$ cat src/rtl/cp0_unit_if.sv
// cp0_unit_if: bus between the multicycle controller/datapath and the
// coprocessor-0 block. Signal names match the CP0 port list so the
// controller side reads naturally. HWInt is indexed [DEV_CNT:1] so that
// line i lands on SR.IM/Cause.IP bit 9+i.
interface cp0_unit_if #(
  parameter int DEV_CNT = 6
);
  logic [29:0]        PC;
  logic [31:0]        Din;
  logic [DEV_CNT:1]   HWInt;
  logic [1:0]         Sel;
  logic               Wen;
  logic               EXLSet;
  logic               EXLClr;
  logic               IntReq;
  logic [29:0]        EPC;
  logic [31:0]        DOut;

  modport master (
    output PC, Din, HWInt, Sel, Wen, EXLSet, EXLClr,
    input  IntReq, EPC, DOut
  );

  modport slave (
    input  PC, Din, HWInt, Sel, Wen, EXLSet, EXLClr,
    output IntReq, EPC, DOut
  );
endinterface

$ cat src/rtl/cp0_unit.sv
// cp0_unit: MIPS coprocessor 0 for the multicycle CPU. Holds SR, Cause,
// EPC and PrID, serves mfc0/mtc0 selected by rd[1:0], and raises IntReq
// from the level-sensitive hardware interrupt lines.
// Optional macro CP0_INT_BYPASS_EN: IntReq is computed from the raw
// HWInt lines (zero-cycle latency) instead of the registered Cause.IP.
module cp0_unit #(
  parameter int          DEV_CNT  = 6,
  parameter logic [31:0] PRID_VAL = 32'h0000_0001
) (
  input  logic       clk,
  input  logic       reset,
  cp0_unit_if.slave  bus
);

  logic [DEV_CNT:1] im_q, im_d;
  logic [DEV_CNT:1] ip_q, ip_d;
  logic             exl_q, exl_d;
  logic             ie_q, ie_d;
  logic [29:0]      epc_q, epc_d;
  logic [31:0]      sr_word;
  logic [31:0]      cause_word;
  logic [DEV_CNT:1] int_src;

  // Next-state: mtc0 first, then eret, then interrupt entry overrides both
  always_comb begin
    im_d  = im_q;
    ie_d  = ie_q;
    exl_d = exl_q;
    epc_d = epc_q;
    ip_d  = bus.HWInt;
    if (bus.Wen && bus.Sel == 2'd0) begin
      im_d  = bus.Din[9+DEV_CNT:10];
      exl_d = bus.Din[1];
      ie_d  = bus.Din[0];
    end
    if (bus.Wen && bus.Sel == 2'd2) begin
      epc_d = bus.Din[31:2];
    end
    if (bus.EXLClr) begin
      exl_d = 1'b0;
    end
    if (bus.EXLSet) begin
      exl_d = 1'b1;
      epc_d = bus.PC;
    end
  end

  // Register update with synchronous active-low reset
  always_ff @(posedge clk) begin
    if (!reset) begin
      im_q  <= '0;
      ip_q  <= '0;
      exl_q <= 1'b0;
      ie_q  <= 1'b0;
      epc_q <= '0;
    end else begin
      im_q  <= im_d;
      ip_q  <= ip_d;
      exl_q <= exl_d;
      ie_q  <= ie_d;
      epc_q <= epc_d;
    end
  end

  // Assemble architectural SR and Cause words; unimplemented bits read 0
  always_comb begin
    sr_word               = '0;
    sr_word[9+DEV_CNT:10] = im_q;
    sr_word[1]            = exl_q;
    sr_word[0]            = ie_q;
    cause_word               = '0;
    cause_word[9+DEV_CNT:10] = ip_q;
  end

  // mfc0 read mux, purely combinational on Sel
  always_comb begin
    case (bus.Sel)
      2'd0:    bus.DOut = sr_word;
      2'd1:    bus.DOut = cause_word;
      2'd2:    bus.DOut = {epc_q, 2'b00};
      default: bus.DOut = PRID_VAL;
    endcase
  end

`ifdef CP0_INT_BYPASS_EN
  assign int_src = bus.HWInt;
`else
  assign int_src = ip_q;
`endif

  // Interrupt request, suppressed while EXL is set so handlers do not nest
  assign bus.IntReq = (|(int_src & im_q)) & ie_q & ~exl_q;
  assign bus.EPC    = epc_q;

endmodule

$ cat src/flat_wrapper.sv
// flat-port wrapper written by rule: the top's interface ports become plain ports
module cp0_unit_flat 
#(
  parameter int          DEV_CNT  = 6,
  parameter logic [31:0] PRID_VAL = 32'h0000_0001
)
  (clk, reset, bus_PC, bus_Din, bus_HWInt, bus_Sel, bus_Wen, bus_EXLSet, bus_EXLClr, bus_IntReq, bus_EPC, bus_DOut);
  cp0_unit_if #(.DEV_CNT(DEV_CNT)) bus_i ();
  input  logic clk;
  input  logic reset;
  input wire logic [$bits(bus_i.PC)-1:0] bus_PC;
  input wire logic [$bits(bus_i.Din)-1:0] bus_Din;
  input wire logic [$bits(bus_i.HWInt)-1:0] bus_HWInt;
  input wire logic [$bits(bus_i.Sel)-1:0] bus_Sel;
  input wire logic [$bits(bus_i.Wen)-1:0] bus_Wen;
  input wire logic [$bits(bus_i.EXLSet)-1:0] bus_EXLSet;
  input wire logic [$bits(bus_i.EXLClr)-1:0] bus_EXLClr;
  output wire logic [$bits(bus_i.IntReq)-1:0] bus_IntReq;
  output wire logic [$bits(bus_i.EPC)-1:0] bus_EPC;
  output wire logic [$bits(bus_i.DOut)-1:0] bus_DOut;
  assign bus_i.PC = bus_PC;
  assign bus_i.Din = bus_Din;
  assign bus_i.HWInt = bus_HWInt;
  assign bus_i.Sel = bus_Sel;
  assign bus_i.Wen = bus_Wen;
  assign bus_i.EXLSet = bus_EXLSet;
  assign bus_i.EXLClr = bus_EXLClr;
  assign bus_IntReq = bus_i.IntReq;
  assign bus_EPC = bus_i.EPC;
  assign bus_DOut = bus_i.DOut;
  cp0_unit #(.DEV_CNT(DEV_CNT), .PRID_VAL(PRID_VAL)) u_core (.clk(clk), .reset(reset), .bus(bus_i));
endmodule
$ cat config.mk
export PLATFORM = sky130hd
export DESIGN_NAME = cp0_unit_flat
export DESIGN_NICKNAME = d
export VERILOG_FILES = /design/src/rtl/cp0_unit_if.sv /design/src/rtl/cp0_unit.sv /design/src/flat_wrapper.sv
export SDC_FILE = /design/constraint.sdc
export NUM_CORES = 1
export LEC_CHECK = 0
export CORE_UTILIZATION = 30
export DETAILED_ROUTE_END_ITERATION = 12
export PLACE_DENSITY_LB_ADDON = 0.05
export SLEW_MARGIN = 20
export SYNTH_ARGS = -nofsm -noshare
export SYNTH_HDL_FRONTEND = slang
export SYNTH_SLANG_ARGS = --single-unit
$ cat constraint.sdc
create_clock -name clk -period 2 [get_ports clk]
set_input_delay 0.6 -clock clk [delete_from_list [all_inputs] [get_ports clk]]
set_output_delay 0.6 -clock clk [all_outputs]
set_load 0.1 [all_outputs]
# ---- Word-level counts from Yosys, hierarchy flattened
# Cells that the tools add are included.
dict set report totals {
  reg_bits 44
  out_inout_bits 63
  memories 0
  ram_bits 0
  mem_bits_ro 0
  latch_bits 0
  in_bits 75
}
dict set report classes {
  magnitude_cmp 0
  n_eq_ne 2
  shifts 0
  n_mul 0
  mux 6
  n_reduce_logical 6
  bitwise_logic 4
  n_div 0
  addsub 0
}
# op n
set op_table {}
lappend op_table {{$pmux W32 S3} 1}
lappend op_table {{$mux W30} 2}
lappend op_table {{$and A6 B6 Y6} 1}
lappend op_table {{$reduce_or A6 Y1} 1}
lappend op_table {{$mux W1} 3}
lappend op_table {{$reduce_bool A3 Y1} 1}
lappend op_table {{$and A1 B1 Y1} 2}
lappend op_table {{$eq A2 B1 Y1 const B} 1}
lappend op_table {{$eq A2 B2 Y1 const B} 1}
lappend op_table {{$logic_and A1 B1 Y1} 2}
lappend op_table {{$logic_not A2 Y1} 1}
lappend op_table {{$reduce_bool A2 Y1} 1}
lappend op_table {{$not A1 Y1} 1}

# ---- Logic depth before layout (Yosys ltp)
dict set report logic_depth {
  word_depth 5
  mapped_depth 7
}

# ---- Worst setup path before layout
# No wires, ideal clock.
dict set report synth_path {
  kind {reg-to-output}
  from {register u_core.im_q[6] in the netlist's numbering}
  to {output bus_IntReq}
  arrival_ns 2.889
  setup_slack_ns -1.489
  required_time_ns 1.400
  path_stages_with_launch 3
  n_path_buf 0
  path_cell_list {dfxtp_1 a22oi_1 a311oi_1}
}
dict set report synth_between {
  elab_chain_len 4
}
# element line_no
set synth_lines {}
lappend synth_lines {{from (decl)} cp0_unit.sv:15} ;# logic [DEV_CNT:1] im_q, im_d;
lappend synth_lines {{from (signal assigned)} cp0_unit.sv:57} ;# im_q <= im_d;
lappend synth_lines {{$and A6 B6 Y6} cp0_unit.sv:92} ;# assign bus.IntReq = (|(int_src & im_q)) & ie_q & ~exl_q;
lappend synth_lines {{$reduce_or A6 Y1} cp0_unit.sv:92}
lappend synth_lines {{$and A1 B1 Y1 (2 in a row)} cp0_unit.sv:92}
lappend synth_lines {{to (decl)} flat_wrapper.sv:18} ;# output wire logic [$bits(bus_i.IntReq)-1:0] bus_IntReq;
# No other way between the ends.

# ---- Worst setup path after layout
dict set report layout_path {
  from {input bus_Sel[0]}
  to {output bus_DOut[15]}
}
dict set report layout_between {
  elab_chain_len 2
  word_cells_on_any_way 4
}
# element line_no
set layout_lines {}
lappend layout_lines {{from (decl)} flat_wrapper.sv:14} ;# input wire logic [$bits(bus_i.Sel)-1:0] bus_Sel;
lappend layout_lines {{$eq A2 B2 Y1, or another cell as far along} cp0_unit.sv:77} ;# case (bus.Sel)
lappend layout_lines {{$pmux W32 S3 *} cp0_unit.sv:77}
lappend layout_lines {{to (decl)} flat_wrapper.sv:20} ;# output wire logic [$bits(bus_i.DOut)-1:0] bus_DOut;
# Every way passes the cells marked *; elsewhere a longest branch is shown, timed or not.

==> flow_metrics.env <==
export IMPL_outcome="finished, violations left"
export IMPL_violated_checks="setup timing"
export IMPL_power_ir_vdd_worst_uv=324
export IMPL_post_synth_xor_area_fraction_pct=0
export IMPL_criticalPathCategory="input port to output pin"
export IMPL_routed_via_count=2337
export IMPL_io_pins=138
export IMPL_largest_clock_skew_in_the_final_design_ns=0
export IMPL_synth_compound_area_share_pct=20.3
export IMPL_insertedDiodeCount=0
export IMPL_worstPathArrival_ns=1.74
export IMPL_synth_mux_area_fraction_pct=13.7
export IMPL_timing_critical_path_slowest_cell_delay_ns=0.32
export IMPL_port_buffers=137
export IMPL_dp_slack_ns=-0.855
export IMPL_setup_repair_after_global_routing_missed_its_margin="yes"
export IMPL_ys_dominant_reg_cell="sky130_fd_sc_hd__dfxtp_1"
export IMPL_pre_repair_dr_iteration_count=4
export IMPL_die_x_um=88.9
export IMPL_min_period_over_period_pct=117
export IMPL_antenna_violating_nets_post_route=0
export IMPL_timing_critical_path_buf_inv=5
export IMPL_library_cell_used_as_clock_root_buffer="sky130_fd_sc_hd__clkbuf_8"
export IMPL_finalSetupViolations=32
export IMPL_power_leakage_nw=2.24
export IMPL_area_growth_syn_to_layout_pct=118
export IMPL_grt_pass1_wl_um=11600
export IMPL_worst_setup_path_start_kind="input port"
export IMPL_grt_pass1_vias=2325
export IMPL_cp_end_kind="output pin"
export IMPL_worst_slack_ns=-0.342
export IMPL_layoutNonFillerInstCount=491
export IMPL_nNetsFinal=470
export IMPL_number_of_antenna_violations_at_the_first_check_in_global_routing=0
export IMPL_post_synth_fa_ha_maj_area_fraction_pct=2.21
export IMPL_syn_avg_cell_area_um2=9.57
export IMPL_finalWorstPathRequiredPeriod_ns=2.34
export IMPL_yosys_area_share_simple_pct=17.7
export IMPL_timing_critical_path_fanout_max=4
export IMPL_critical_path_top_delay_family="buffers and inverters"
export IMPL_die_h_um=88.9
export IMPL_synth_area_um2=2270
export IMPL_fp_dieArea_um2=7910
export IMPL_synth_ff_latch_count=44
export IMPL_yosysWarnings=0
export IMPL_yosysSeqAreaShare_pct=38.9
export IMPL_fin_hold_ws_ns=0.472
export IMPL_synthCells=237
export IMPL_drcViolationCount=0
export IMPL_tightest_slew_ns=0.341
export IMPL_timing_fmax_mhz=427
export IMPL_critical_path_slowest_cell="sky130_fd_sc_hd__a222oi_1"
export IMPL_std_cell_rows=31
export IMPL_all_layer_gr_usage_pct=19.3
export IMPL_power_per_cell_area_nw_per_um2=622
export IMPL_final_layout_size_suffix_gt1_share_pct=45.2
export IMPL_core_area_um2=7290
export IMPL_synth_net_count=316
export IMPL_report_final_slew_viol_count=0
export IMPL_number_of_buffers_added_by_the_clock_tree_synthesis_step=5
export IMPL_detail_route_iter0_violations=65
export IMPL_cp_required_ns=1.40
export IMPL_clock_insertion_delay_worst_skew_ns=0.29
export IMPL_routabilityCongestion=0.803
export IMPL_cts_tree="done"
export IMPL_ys_async_sr_fraction_pct=0
export IMPL_wl_per_cell_um=15.2
export IMPL_hold_class="flip-flop to flip-flop"
export IMPL_largest_family_of_logic_cells_by_synthesized_area="compound AO/OA/AOI/OAI gates"
export IMPL_overflow=0
export IMPL_worstPathCellList="buf_12 -> inv_12 -> ha_4 -> buf_4 -> a222oi_1 -> buf_4 -> nor2_4 -> buf_12"
export IMPL_grt_start_max_net_pins=39
export IMPL_totalNegativeSetupSlack_ns=-6.56
export IMPL_post_route_util_pct=67.6
export IMPL_number_of_maximum_capacitance_violations=0
export IMPL_detail_route_vias_per_cell=4.76
export IMPL_numPlacedInstances=476
export IMPL_cts_buffer_depth=2
export IMPL_synth_cell_types=24
export IMPL_start_util_pct=31.1
export IMPL_cts_sink_count=44
export IMPL_max_slew_margin_rel_pct=77.3
export IMPL_final_hold_viol_count=0
export IMPL_clock_tree_htree_level_count=2
export IMPL_clk_pin_slew_worst_paths_ns=0.08
export IMPL_cts_hold_buffers=0
export IMPL_number_of_flops_mapped_to_enable_cells_by_yosys=0
export IMPL_post_dp_hpwl_um=5640
export IMPL_drt_total_wl_um=7470
[flip-flops by register name, summed over array words and instances, names as in the netlist]
name            count
u_core.ie_q         1
u_core.int_src      6
u_core.bus.EPC     30
u_core.exl_q        1
u_core.im_q         6
[layout make-up]
cell class                      count  area (µm²)
Fill cell                         594        2360
Timing Repair Buffer              167        2340
Multi-Input combinational cell    169        1390
Sequential cell                    44         923
Tap cell                           99         124
Clock buffer                        5        68.8
Clock inverter                      3        42.5
Inverter                            4        40.0
[worst reg2reg max path: stages (launching register included)]
cell                      delay, ns
sky130_fd_sc_hd__dfxtp_1       0.36
sky130_fd_sc_hd__and3b_1       0.19
sky130_fd_sc_hd__o31a_1        0.27
[routing by layer]
layer | up-vias | global-route usage (%) | share of wire, %
met5 | - | 0 | 0
met4 | 0 | 5.48 | 0.96
met3 | 6 | 5.08 | 6.2
met2 | 71 | 36.5 | 55
met1 | 1113 | 21.2 | 38
li1 | 1147 | - | -
[where the power goes]
| group | internal [mW] | switching [mW] |
|---|---|---|
| combinational | 0.590 | 0.772 |
| sequential | 0.950 | 0.0740 |
| clock | 0.370 | 0.312 |
[metrics by stage]
stage / cell area [µm²] / power (mW)
floorplan: 2510 / 1.81
global placement: 4680 / 2.37
detailed placement: 4680 / 2.38
CTS: 4890 / 3.10
global route: 4930 / 3.19
finish: 4930 / 3.07
[what timing repair did]
action,in CTS,in global routing
cloned,0,1
setup buffers,8,4
pin swaps,10,7
endpoints found under the hold margin,0,0
endpoints found under the setup margin,61,33
gates resized for setup,21,9
[path summary, 6_finish.rpt]
kind / startpoint / to / cells after the start / slack, ns
worst max-delay path: bus_Sel[0] / bus_DOut[15] / 8 / -0.34
worst min-delay path: u_core.ie_q$_SDFFE_PN0P_ / u_core.ie_q$_SDFFE_PN0P_ / 2 / 0.47
worst max register to register: u_core.exl_q$_SDFFE_PN0P_ / u_core.exl_q$_SDFFE_PN0P_ / 2 / 1.08
worst min register to register: u_core.ie_q$_SDFFE_PN0P_ / u_core.ie_q$_SDFFE_PN0P_ / 2 / 0.47
[placed cells by master, fill, tap and decap left out, types with 2 or more instances in the layout]
master / synthesis / layout
sky130_fd_sc_hd__clkdlybuf4s50_1: 0 / 71
sky130_fd_sc_hd__buf_12: 0 / 69
sky130_fd_sc_hd__nand2_1: 34 / 34
sky130_fd_sc_hd__dfxtp_2: 0 / 34
sky130_fd_sc_hd__mux2i_1: 31 / 30
sky130_fd_sc_hd__o211a_1: 26 / 26
sky130_fd_sc_hd__and2_4: 0 / 22
sky130_fd_sc_hd__buf_4: 1 / 19
sky130_fd_sc_hd__dfxtp_1: 44 / 10
sky130_fd_sc_hd__nand3_1: 7 / 7
sky130_fd_sc_hd__a21boi_0: 7 / 7
sky130_fd_sc_hd__a222oi_1: 6 / 6
sky130_fd_sc_hd__nor2_4: 0 / 6
sky130_fd_sc_hd__and2_1: 31 / 6
sky130_fd_sc_hd__clkbuf_8: 0 / 5
sky130_fd_sc_hd__o21ai_0: 4 / 4
sky130_fd_sc_hd__a21oi_1: 4 / 4
sky130_fd_sc_hd__buf_6: 9 / 4
sky130_fd_sc_hd__and2_2: 0 / 3
sky130_fd_sc_hd__a22oi_1: 3 / 3
sky130_fd_sc_hd__ha_4: 0 / 3
sky130_fd_sc_hd__inv_12: 0 / 2
sky130_fd_sc_hd__inv_1: 4 / 2
sky130_fd_sc_hd__buf_8: 0 / 2
[synth_stat cells (2+ instances only)]
| cell | count | area [µm²] |
|---|---|---|
| sky130_fd_sc_hd__a22oi_1 | 3 | 22.5 |
| sky130_fd_sc_hd__buf_2 | 2 | 10.0 |
| sky130_fd_sc_hd__buf_6 | 9 | 101 |
| sky130_fd_sc_hd__o21ai_0 | 4 | 20.0 |
| sky130_fd_sc_hd__a21boi_0 | 7 | 52.6 |
| sky130_fd_sc_hd__inv_1 | 4 | 15.0 |
| sky130_fd_sc_hd__mux2i_1 | 31 | 310 |
| sky130_fd_sc_hd__nand3_1 | 7 | 35.0 |
| sky130_fd_sc_hd__o211a_1 | 26 | 260 |
| sky130_fd_sc_hd__clkbuf_1 | 8 | 30.0 |
| sky130_fd_sc_hd__nand2_1 | 34 | 128 |
| sky130_fd_sc_hd__dfxtp_1 | 44 | 881 |
| sky130_fd_sc_hd__a21oi_1 | 4 | 20.0 |
| sky130_fd_sc_hd__and2_1 | 31 | 194 |
| sky130_fd_sc_hd__ha_1 | 4 | 50.1 |
| sky130_fd_sc_hd__nor2_1 | 6 | 22.5 |
| sky130_fd_sc_hd__a222oi_1 | 6 | 60.1 |
[cell families (layout without fill, tap and decap cells)]
family | after synthesis | after routing
mux | 31 | 31
buf+inv | 24 | 179
compound gates | 53 | 53
flops | 44 | 44
simple gates | 81 | 81
fa+ha+maj | 4 | 4
Power figures use the tool's default switching activity.
